===== src/rtl/spi_adar7251_pkg.sv =====
// Shared types and constants for the ADAR7251 burst SPI master.
package spi_adar7251_pkg;

    localparam int   HDR_W    = 8;
    localparam logic RW_READ  = 1'b1;
    localparam logic RW_WRITE = 1'b0;

    typedef enum logic [2:0] {
        ST_IDLE,
        ST_CS_SETUP,
        ST_SHIFT,
        ST_CS_HOLD,
        ST_CS_GAP
    } state_t;

    typedef enum logic [1:0] {
        PH_HDR,
        PH_ADDR,
        PH_DATA
    } phase_t;

endpackage


===== src/rtl/spi_adar7251_burst_sclk_gen.sv =====
// SCLK generator: half-period down-counter, toggles SCLK at terminal count.
// o_rise/o_fall flag the i_clk edge at which SCLK changes level.
module spi_sclk_gen #(
    parameter int CLK_DIV = 2
) (
    input  logic i_clk,
    input  logic i_reset,
    input  logic i_en,
    output logic o_sclk,
    output logic o_rise,
    output logic o_fall
);

    localparam int               CNT_W      = (CLK_DIV > 1) ? $clog2(CLK_DIV) : 1;
    localparam logic [CNT_W-1:0] CNT_RELOAD = CNT_W'(CLK_DIV - 1);

    logic [CNT_W-1:0] cnt_q, cnt_d;
    logic             sclk_q, sclk_d;
    logic             toggle;

    always_comb begin
        toggle = i_en && (cnt_q == '0);
        cnt_d  = '0;
        sclk_d = 1'b0;
        if (i_en) begin
            sclk_d = sclk_q;
            if (toggle) begin
                cnt_d  = CNT_RELOAD;
                sclk_d = ~sclk_q;
            end else begin
                cnt_d = cnt_q - 1'b1;
            end
        end
    end

    always_ff @(posedge i_clk) begin
        if (i_reset) begin
            cnt_q  <= '0;
            sclk_q <= 1'b0;
        end else begin
            cnt_q  <= cnt_d;
            sclk_q <= sclk_d;
        end
    end

    assign o_sclk = sclk_q;
    assign o_rise = toggle && !sclk_q;
    assign o_fall = toggle && sclk_q;

endmodule


===== src/rtl/spi_adar7251_burst.sv =====
// SPI master for the ADAR7251 register port: header, address, then 1..MAX_BURST data words.
// Burst length and i_abort are honoured only when SPI_ADAR7251_BURST_EN is defined.
//
// state       | meaning
// ST_IDLE     | CSB high, waiting for i_enable
// ST_CS_SETUP | CSB low, SCLK low, CLK_DIV cycles before first rise
// ST_SHIFT    | SCLK running, one bit per SCLK period
// ST_CS_HOLD  | SCLK low, CSB still low for CLK_DIV cycles
// ST_CS_GAP   | CSB high for CLK_DIV cycles, then o_finish
module spi_adar7251_burst
    import spi_adar7251_pkg::*;
#(
    parameter int         CLK_DIV   = 2,
    parameter logic [6:0] CHIP_ADDR = 7'h00,
    parameter int         ADDR_W    = 16,
    parameter int         DATA_W    = 16,
    parameter int         MAX_BURST = 16,
    parameter int         BURST_W   = (MAX_BURST > 1) ? $clog2(MAX_BURST) : 1
) (
    input  logic               i_clk,
    input  logic               i_reset,
    input  logic               i_enable,
    input  logic               i_reg_rd_wrb,
    input  logic [ADDR_W-1:0]  i_reg_addr,
    input  logic [BURST_W-1:0] i_burst_len,
    input  logic [DATA_W-1:0]  i_reg_data,
    input  logic               i_abort,
    input  logic               i_SPI_SDI,
    output logic               o_SPI_SDO,
    output logic               o_SPI_SCLK,
    output logic               o_SPI_CSB,
    output logic               o_SPI_DIR,
    output logic [DATA_W-1:0]  o_reg_data,
    output logic               o_data_req,
    output logic               o_data_valid,
    output logic               o_busy,
    output logic               o_finish
);

    localparam int               TX_W       = HDR_W + ADDR_W + DATA_W;
    localparam int               TMR_W      = (CLK_DIV > 1) ? $clog2(CLK_DIV) : 1;
    localparam logic [TMR_W-1:0] TMR_RELOAD = TMR_W'(CLK_DIV - 1);
    localparam int               FLD_MAX    = (ADDR_W > DATA_W) ? ADDR_W : DATA_W;
    localparam int               FLD_W      = $clog2(FLD_MAX);

    state_t              state_q, state_d;
    phase_t              phase_q, phase_d;
    logic [TMR_W-1:0]    tmr_q, tmr_d;
    logic [FLD_W-1:0]    fld_q, fld_d;
    logic [BURST_W-1:0]  words_left_q, words_left_d;
    logic                rd_q, rd_d;
    logic                abort_q, abort_d;
    logic [TX_W-1:0]     shreg_q, shreg_d;
    logic [DATA_W-1:0]   next_word_q, next_word_d;
    logic                req_dly_q, req_dly_d;
    logic [DATA_W-1:0]   rx_q, rx_d;
    logic [DATA_W-1:0]   reg_data_q, reg_data_d;
    logic                data_req_q, data_req_d;
    logic                data_valid_q, data_valid_d;
    logic                finish_q, finish_d;
    logic                dir_q, dir_d;

    logic                sclk_en, sclk, sclk_rise, sclk_fall;
    logic                end_frame, abort_now;
    logic [BURST_W-1:0]  burst_len_in;
    logic                abort_in;

`ifdef SPI_ADAR7251_BURST_EN
    assign burst_len_in = i_burst_len;
    assign abort_in     = i_abort;
`else
    logic unused_burst_ctrl;
    assign unused_burst_ctrl = ^{i_burst_len, i_abort};
    assign burst_len_in      = '0;
    assign abort_in          = 1'b0;
`endif

    // Enabled one cycle early so the first rise lands on the SETUP->SHIFT edge.
    assign sclk_en = (state_q == ST_SHIFT) || ((state_q == ST_CS_SETUP) && (tmr_q == '0));

    spi_sclk_gen #(.CLK_DIV(CLK_DIV)) u_sclk_gen (
        .i_clk   (i_clk),
        .i_reset (i_reset),
        .i_en    (sclk_en),
        .o_sclk  (sclk),
        .o_rise  (sclk_rise),
        .o_fall  (sclk_fall)
    );

    always_comb begin
        state_d      = state_q;
        phase_d      = phase_q;
        tmr_d        = tmr_q;
        fld_d        = fld_q;
        words_left_d = words_left_q;
        rd_d         = rd_q;
        abort_d      = abort_q;
        shreg_d      = shreg_q;
        next_word_d  = next_word_q;
        req_dly_d    = data_req_q;
        rx_d         = rx_q;
        reg_data_d   = reg_data_q;
        data_req_d   = 1'b0;
        data_valid_d = 1'b0;
        finish_d     = 1'b0;
        dir_d        = dir_q;
        end_frame    = 1'b0;
        abort_now    = abort_q || abort_in;

        if (req_dly_q) begin
            next_word_d = i_reg_data;
        end

        case (state_q)
            ST_IDLE: begin
                if (i_enable) begin
                    state_d      = ST_CS_SETUP;
                    tmr_d        = TMR_RELOAD;
                    phase_d      = PH_HDR;
                    fld_d        = FLD_W'(HDR_W - 1);
                    words_left_d = burst_len_in;
                    rd_d         = i_reg_rd_wrb;
                    abort_d      = 1'b0;
                    rx_d         = '0;
                    dir_d        = 1'b1;
                    shreg_d      = {CHIP_ADDR, i_reg_rd_wrb, i_reg_addr,
                                    (i_reg_rd_wrb == RW_READ) ? {DATA_W{1'b0}} : i_reg_data};
                end
            end
            ST_CS_SETUP: begin
                if (tmr_q == '0) begin
                    state_d = ST_SHIFT;
                end else begin
                    tmr_d = tmr_q - 1'b1;
                end
            end
            ST_SHIFT: begin
                abort_d = abort_now;
                if (sclk_rise && (phase_q == PH_DATA) && (rd_q == RW_READ)) begin
                    rx_d = {rx_q[DATA_W-2:0], i_SPI_SDI};
                end
                if (sclk_fall) begin
                    shreg_d = shreg_q << 1;
                    if ((phase_q == PH_DATA) && (rd_q == RW_READ) && (fld_q == '0)) begin
                        reg_data_d   = rx_q;
                        data_valid_d = 1'b1;
                    end
                    if (fld_q == '0) begin
                        case (phase_q)
                            PH_HDR: begin
                                phase_d = PH_ADDR;
                                fld_d   = FLD_W'(ADDR_W - 1);
                            end
                            PH_ADDR: begin
                                if (abort_now) begin
                                    end_frame = 1'b1;
                                end else begin
                                    phase_d = PH_DATA;
                                    fld_d   = FLD_W'(DATA_W - 1);
                                    dir_d   = (rd_q != RW_READ);
                                end
                            end
                            default: begin
                                if (abort_now || (words_left_q == '0)) begin
                                    end_frame = 1'b1;
                                end else begin
                                    words_left_d = words_left_q - 1'b1;
                                    fld_d        = FLD_W'(DATA_W - 1);
                                    if (rd_q == RW_WRITE) begin
                                        shreg_d = {next_word_q, {(TX_W-DATA_W){1'b0}}};
                                    end
                                end
                            end
                        endcase
                    end else begin
                        fld_d = fld_q - 1'b1;
                        // This fall launches the last bit of a word that has a successor.
                        if ((phase_q == PH_DATA) && (fld_q == FLD_W'(1)) && (words_left_q != '0)
                            && (rd_q == RW_WRITE) && !abort_now) begin
                            data_req_d = 1'b1;
                        end
                    end
                    if (end_frame) begin
                        state_d = ST_CS_HOLD;
                        tmr_d   = TMR_RELOAD;
                        dir_d   = 1'b1;
                        shreg_d = '0;
                    end
                end
            end
            ST_CS_HOLD: begin
                if (tmr_q == '0) begin
                    state_d = ST_CS_GAP;
                    tmr_d   = TMR_RELOAD;
                end else begin
                    tmr_d = tmr_q - 1'b1;
                end
            end
            ST_CS_GAP: begin
                if (tmr_q == '0) begin
                    state_d  = ST_IDLE;
                    finish_d = 1'b1;
                end else begin
                    tmr_d = tmr_q - 1'b1;
                end
            end
            default: begin
                state_d = ST_IDLE;
            end
        endcase
    end

    always_ff @(posedge i_clk) begin
        if (i_reset) begin
            state_q      <= ST_IDLE;
            phase_q      <= PH_HDR;
            tmr_q        <= '0;
            fld_q        <= '0;
            words_left_q <= '0;
            rd_q         <= 1'b0;
            abort_q      <= 1'b0;
            shreg_q      <= '0;
            next_word_q  <= '0;
            req_dly_q    <= 1'b0;
            rx_q         <= '0;
            reg_data_q   <= '0;
            data_req_q   <= 1'b0;
            data_valid_q <= 1'b0;
            finish_q     <= 1'b0;
            dir_q        <= 1'b1;
        end else begin
            state_q      <= state_d;
            phase_q      <= phase_d;
            tmr_q        <= tmr_d;
            fld_q        <= fld_d;
            words_left_q <= words_left_d;
            rd_q         <= rd_d;
            abort_q      <= abort_d;
            shreg_q      <= shreg_d;
            next_word_q  <= next_word_d;
            req_dly_q    <= req_dly_d;
            rx_q         <= rx_d;
            reg_data_q   <= reg_data_d;
            data_req_q   <= data_req_d;
            data_valid_q <= data_valid_d;
            finish_q     <= finish_d;
            dir_q        <= dir_d;
        end
    end

    assign o_SPI_SDO    = shreg_q[TX_W-1];
    assign o_SPI_SCLK   = sclk;
    assign o_SPI_CSB    = (state_q == ST_IDLE) || (state_q == ST_CS_GAP);
    assign o_SPI_DIR    = dir_q;
    assign o_reg_data   = reg_data_q;
    assign o_data_req   = data_req_q;
    assign o_data_valid = data_valid_q;
    assign o_busy       = (state_q != ST_IDLE);
    assign o_finish     = finish_q;

endmodule


===== config.mk =====
export PLATFORM = sky130hd
export DESIGN_NAME = spi_adar7251_burst
export DESIGN_NICKNAME = d
export VERILOG_FILES = /design/src/rtl/spi_adar7251_pkg.sv /design/src/rtl/spi_adar7251_burst_sclk_gen.sv /design/src/rtl/spi_adar7251_burst.sv
export SDC_FILE = /design/constraint.sdc
export NUM_CORES = 1
export LEC_CHECK = 0
export CAP_MARGIN = 20
export CORE_UTILIZATION = 45
export DETAILED_ROUTE_END_ITERATION = 12
export PLACE_DENSITY = 0.72
export SKIP_CTS_REPAIR_TIMING = 1
export SLEW_MARGIN = 20
export SYNTH_ARGS = -nofsm -noshare
export SYNTH_HDL_FRONTEND = slang
export SYNTH_SLANG_ARGS = --single-unit
export TNS_END_PERCENT = 100

===== constraint.sdc =====
create_clock -name i_clk -period 3.31 [get_ports i_clk]
set_input_delay 0.662 -clock i_clk [delete_from_list [all_inputs] [get_ports i_clk]]
set_output_delay 0.662 -clock i_clk [all_outputs]
set_load 0.05 [all_outputs]

==> results.md <==
- Area of the die: 0.0112 mm^2
- Most common cell in the netlist: dfxtp_1
- Final core utilization: 54.9%
- Largest area contributor in the synthesized netlist: dfxtp_1
- Overall power after layout: 3730 uW
- Number of enable flip-flop cells after synthesis: 0
- Post-route DRC: 0
- Leading cell types by total area after synthesis: dfxtp_1 45%, mux2i_1 7.0%, a21oi_1 5.3%
- Area share of the largest cell type after synthesis: 45.4%
- WP data required: 2.65 ns
- H-Tree Level Count: 3
- Kind of cell adding the most delay to the critical path: buffers and inverters
- Placeable core area: 0.0104 mm^2
- Total buffers and inverters traversed by the critical path: 1
- Main synth FF type: dfxtp_1
- Final count of hold timing violations: 0
- Worst IR Drop VDD: 0.321 mV
- Initial antenna violation count: 0
- Overflow left after global routing: 0
- Post-synthesis to final-layout area growth: 17.2%
- Finish-stage setup viols: 0
- Post-synthesis sequential area ratio: 45.4%
- Initial standard-cell utilization of the core: 46.8%
- PortBufs: 60
- Clock tree from TritonCTS: done
- Setup TNS Final: 0 ns
- Outcome: finished, final reports clean
- Actual transition at the worst max-transition pin: 1.09 ns
- Global routing usage summed across all routing layers: 20.5%
- Worst-path cell chain: or3_1 > clkdlybuf4s50_1
- Synth cell types: 59
- Global placement routability congestion: 0.745
- Clock skew: 0.0123 ns
- Number of storage elements in the synthesis netlist: 110
- FMAX: 357 MHz
- Max cap viols: 0
- Max Buffers Root-to-Sink: 2
- RSZ-0062 raised after global routing: false
- CP Class: reg2out
- Post-layout instance area: 0.00569 mm^2
- Number of filler cells placed in the layout: 971
- Standard-cell row count: 37
- CP endpoint kind: output pin
- Instance area after placement: 0.00548 mm^2
- Top post-synthesis cells by count: 110 x dfxtp_1, 67 x nor2_1, 51 x a21oi_1
- Top Ports: 66
- Worst-case headroom to the max-slew limit: 27.0%
- Via count of the first global-routing pass: 3815
- Count of warnings emitted by yosys: 0
- Combined area of the multi-input logic cells: 0.00241 mm^2
- Critical Path Start Type: flip-flop
- Reg clk slew, reported paths: 0.10 ns
- Hold slack final: 0.459 ns
- Initial DRT Pass Iterations: 4
- Antenna diodes: 0
- Post-Route WL: 11.0 mm
- Part of the cycle the worst path needs: 84.7%
- Cell count after synthesis: 517
- Vertical die dimension: 106 um
- First DRT Iteration DRCs: 210
- Global-route wire length before repair: 18.6 mm
- Number of sinks driven by the clock tree: 110
- Largest fanout of any net on the critical path: 14
- Leakage power total: 0.00207 uW
- Clock root cell: clkbuf_8
- Time the final worst path needs with I/O delays and setup: 2.80 ns
- Seq. cell area: 0.00220 mm^2
- Syn_nets: 563
- Mean routed wirelength per cell: 15.9 um
- Critical Path Max Stage Delay: 0.80 ns
- Area of the mapped netlist: 0.00485 mm^2
- Vias per inst: 5.80
- Detail Route Antenna Nets: 0
- Slew Limit Fails: 0
- Vias: 4013
- Mean instance size in the synthesized netlist: 9.39 um^2
- Maximum number of pins on one net before global-route repair: 83
- Nets: 597
- Crit path DAT: 2.14 ns
- TritonCTS buffer count: 9
- Clock insertion delay at the later pin of the skew report: 0.37 ns
- Class of the tightest hold or removal check: reg2reg
- DPL Wire Length: 7.25 mm
- Width of the chip: 106 um
- Max stage delay cell, worst path: clkdlybuf4s50_1
- Total power per unit cell area: 656 mW/mm^2
- Layout cells sized above 1: 8.99%
- Async S/R FF share, synth: 0%
==> through the flow <==
step / worst slack [ns] / instances
detailed placement: 0.676 / 676
CTS: 0.508 / 692
global route: 0.426 / 692
floorplan: 1.45 / 517
finish: 0.508 / 692
global placement: 0.761 / 676
==> registers in the layout, indices dropped and copies added (netlist names) <==
| signal | cells |
|---|---|
| next_word_q | 16 |
| o_data_valid | 1 |
| u_sclk_gen.cnt_q | 1 |
| phase_q | 2 |
| rx_q | 16 |
| o_SPI_DIR | 1 |
| shreg_q | 40 |
| o_data_req | 1 |
| state_q | 3 |
| tmr_q | 1 |
| rd_q | 1 |
| req_dly_q | 1 |
| fld_q | 4 |
| u_sclk_gen.o_sclk | 1 |
| o_reg_data | 16 |
| words_left_q | 4 |
| o_finish | 1 |
==> tightest hold or removal path, delay by kind of cell (launching register included) <==
family / cells / cell delay, ns
and+or+nand+nor: 1 / 0.05
DFF: 1 / 0.32
AOI/OAI and AO/OA: 1 / 0.05
==> area by class of cell <==
class / count / area share, %
multi-input combinational: 353 / 42.4
sequential: 110 / 38.7
timing repair buffer: 70 / 11.8
tap: 136 / 2.99
clock buffer: 10 / 2.24
clock inverter: 6 / 1.36
inverter: 7 / 0.462
==> worst paths after layout <==
path                    from          end  slack, ns  cells after the start
max               state_q[2]       o_busy       0.51                      2
min                 rx_q[15]     rx_q[15]       0.46                      2
max reg2reg  words_left_q[0]  shreg_q[32]       0.95                      7
min reg2reg         rx_q[15]     rx_q[15]       0.46                      2
==> where the power goes <==
group          internal [uW]  switching [uW]  leakage [uW]
sequential              1500             174      0.000894
combinational            481             748       0.00107
clock                    364             465      0.000104
total                   2350            1390       0.00207
==> layout by cell type, fill, tap and decap left out, types with 7 or more instances in the layout <==
cell type and n:
mux2i_1 34, nand4_1 9, a221oi_1 7, nor2_1 67, dfxtp_1 110, clkdlybuf4s50_1 59
clkbuf_8 9, a22oi_1 16, a21oi_1 51, nand3b_1 25, o41ai_2 9, o2bb2ai_1 7
a211oi_1 15, nand2_1 23, nand3_1 18, buf_4 11, inv_1 7
==> cell families after synthesis <==
kind of cell | Yosys count | share of synthesized area [%]
DFF | 110 | 45.4
and+or+nand+nor | 184 | 20.7
xor gates and xnor gates | 1 | 0.180
buffers and inverters | 54 | 5.44
muxes | 34 | 7.01
AOI/OAI and AO/OA | 130 | 20.2
adders and majority gates | 4 | 1.03
==> routing by layer <==
metal  wire length, um  GRT usage, %
met2              5310          33.1
met4               119          6.15
met5                 0             0
met3               448          4.27
met1              5130          27.4
Note: power is estimated with default switching activity, not from simulation.
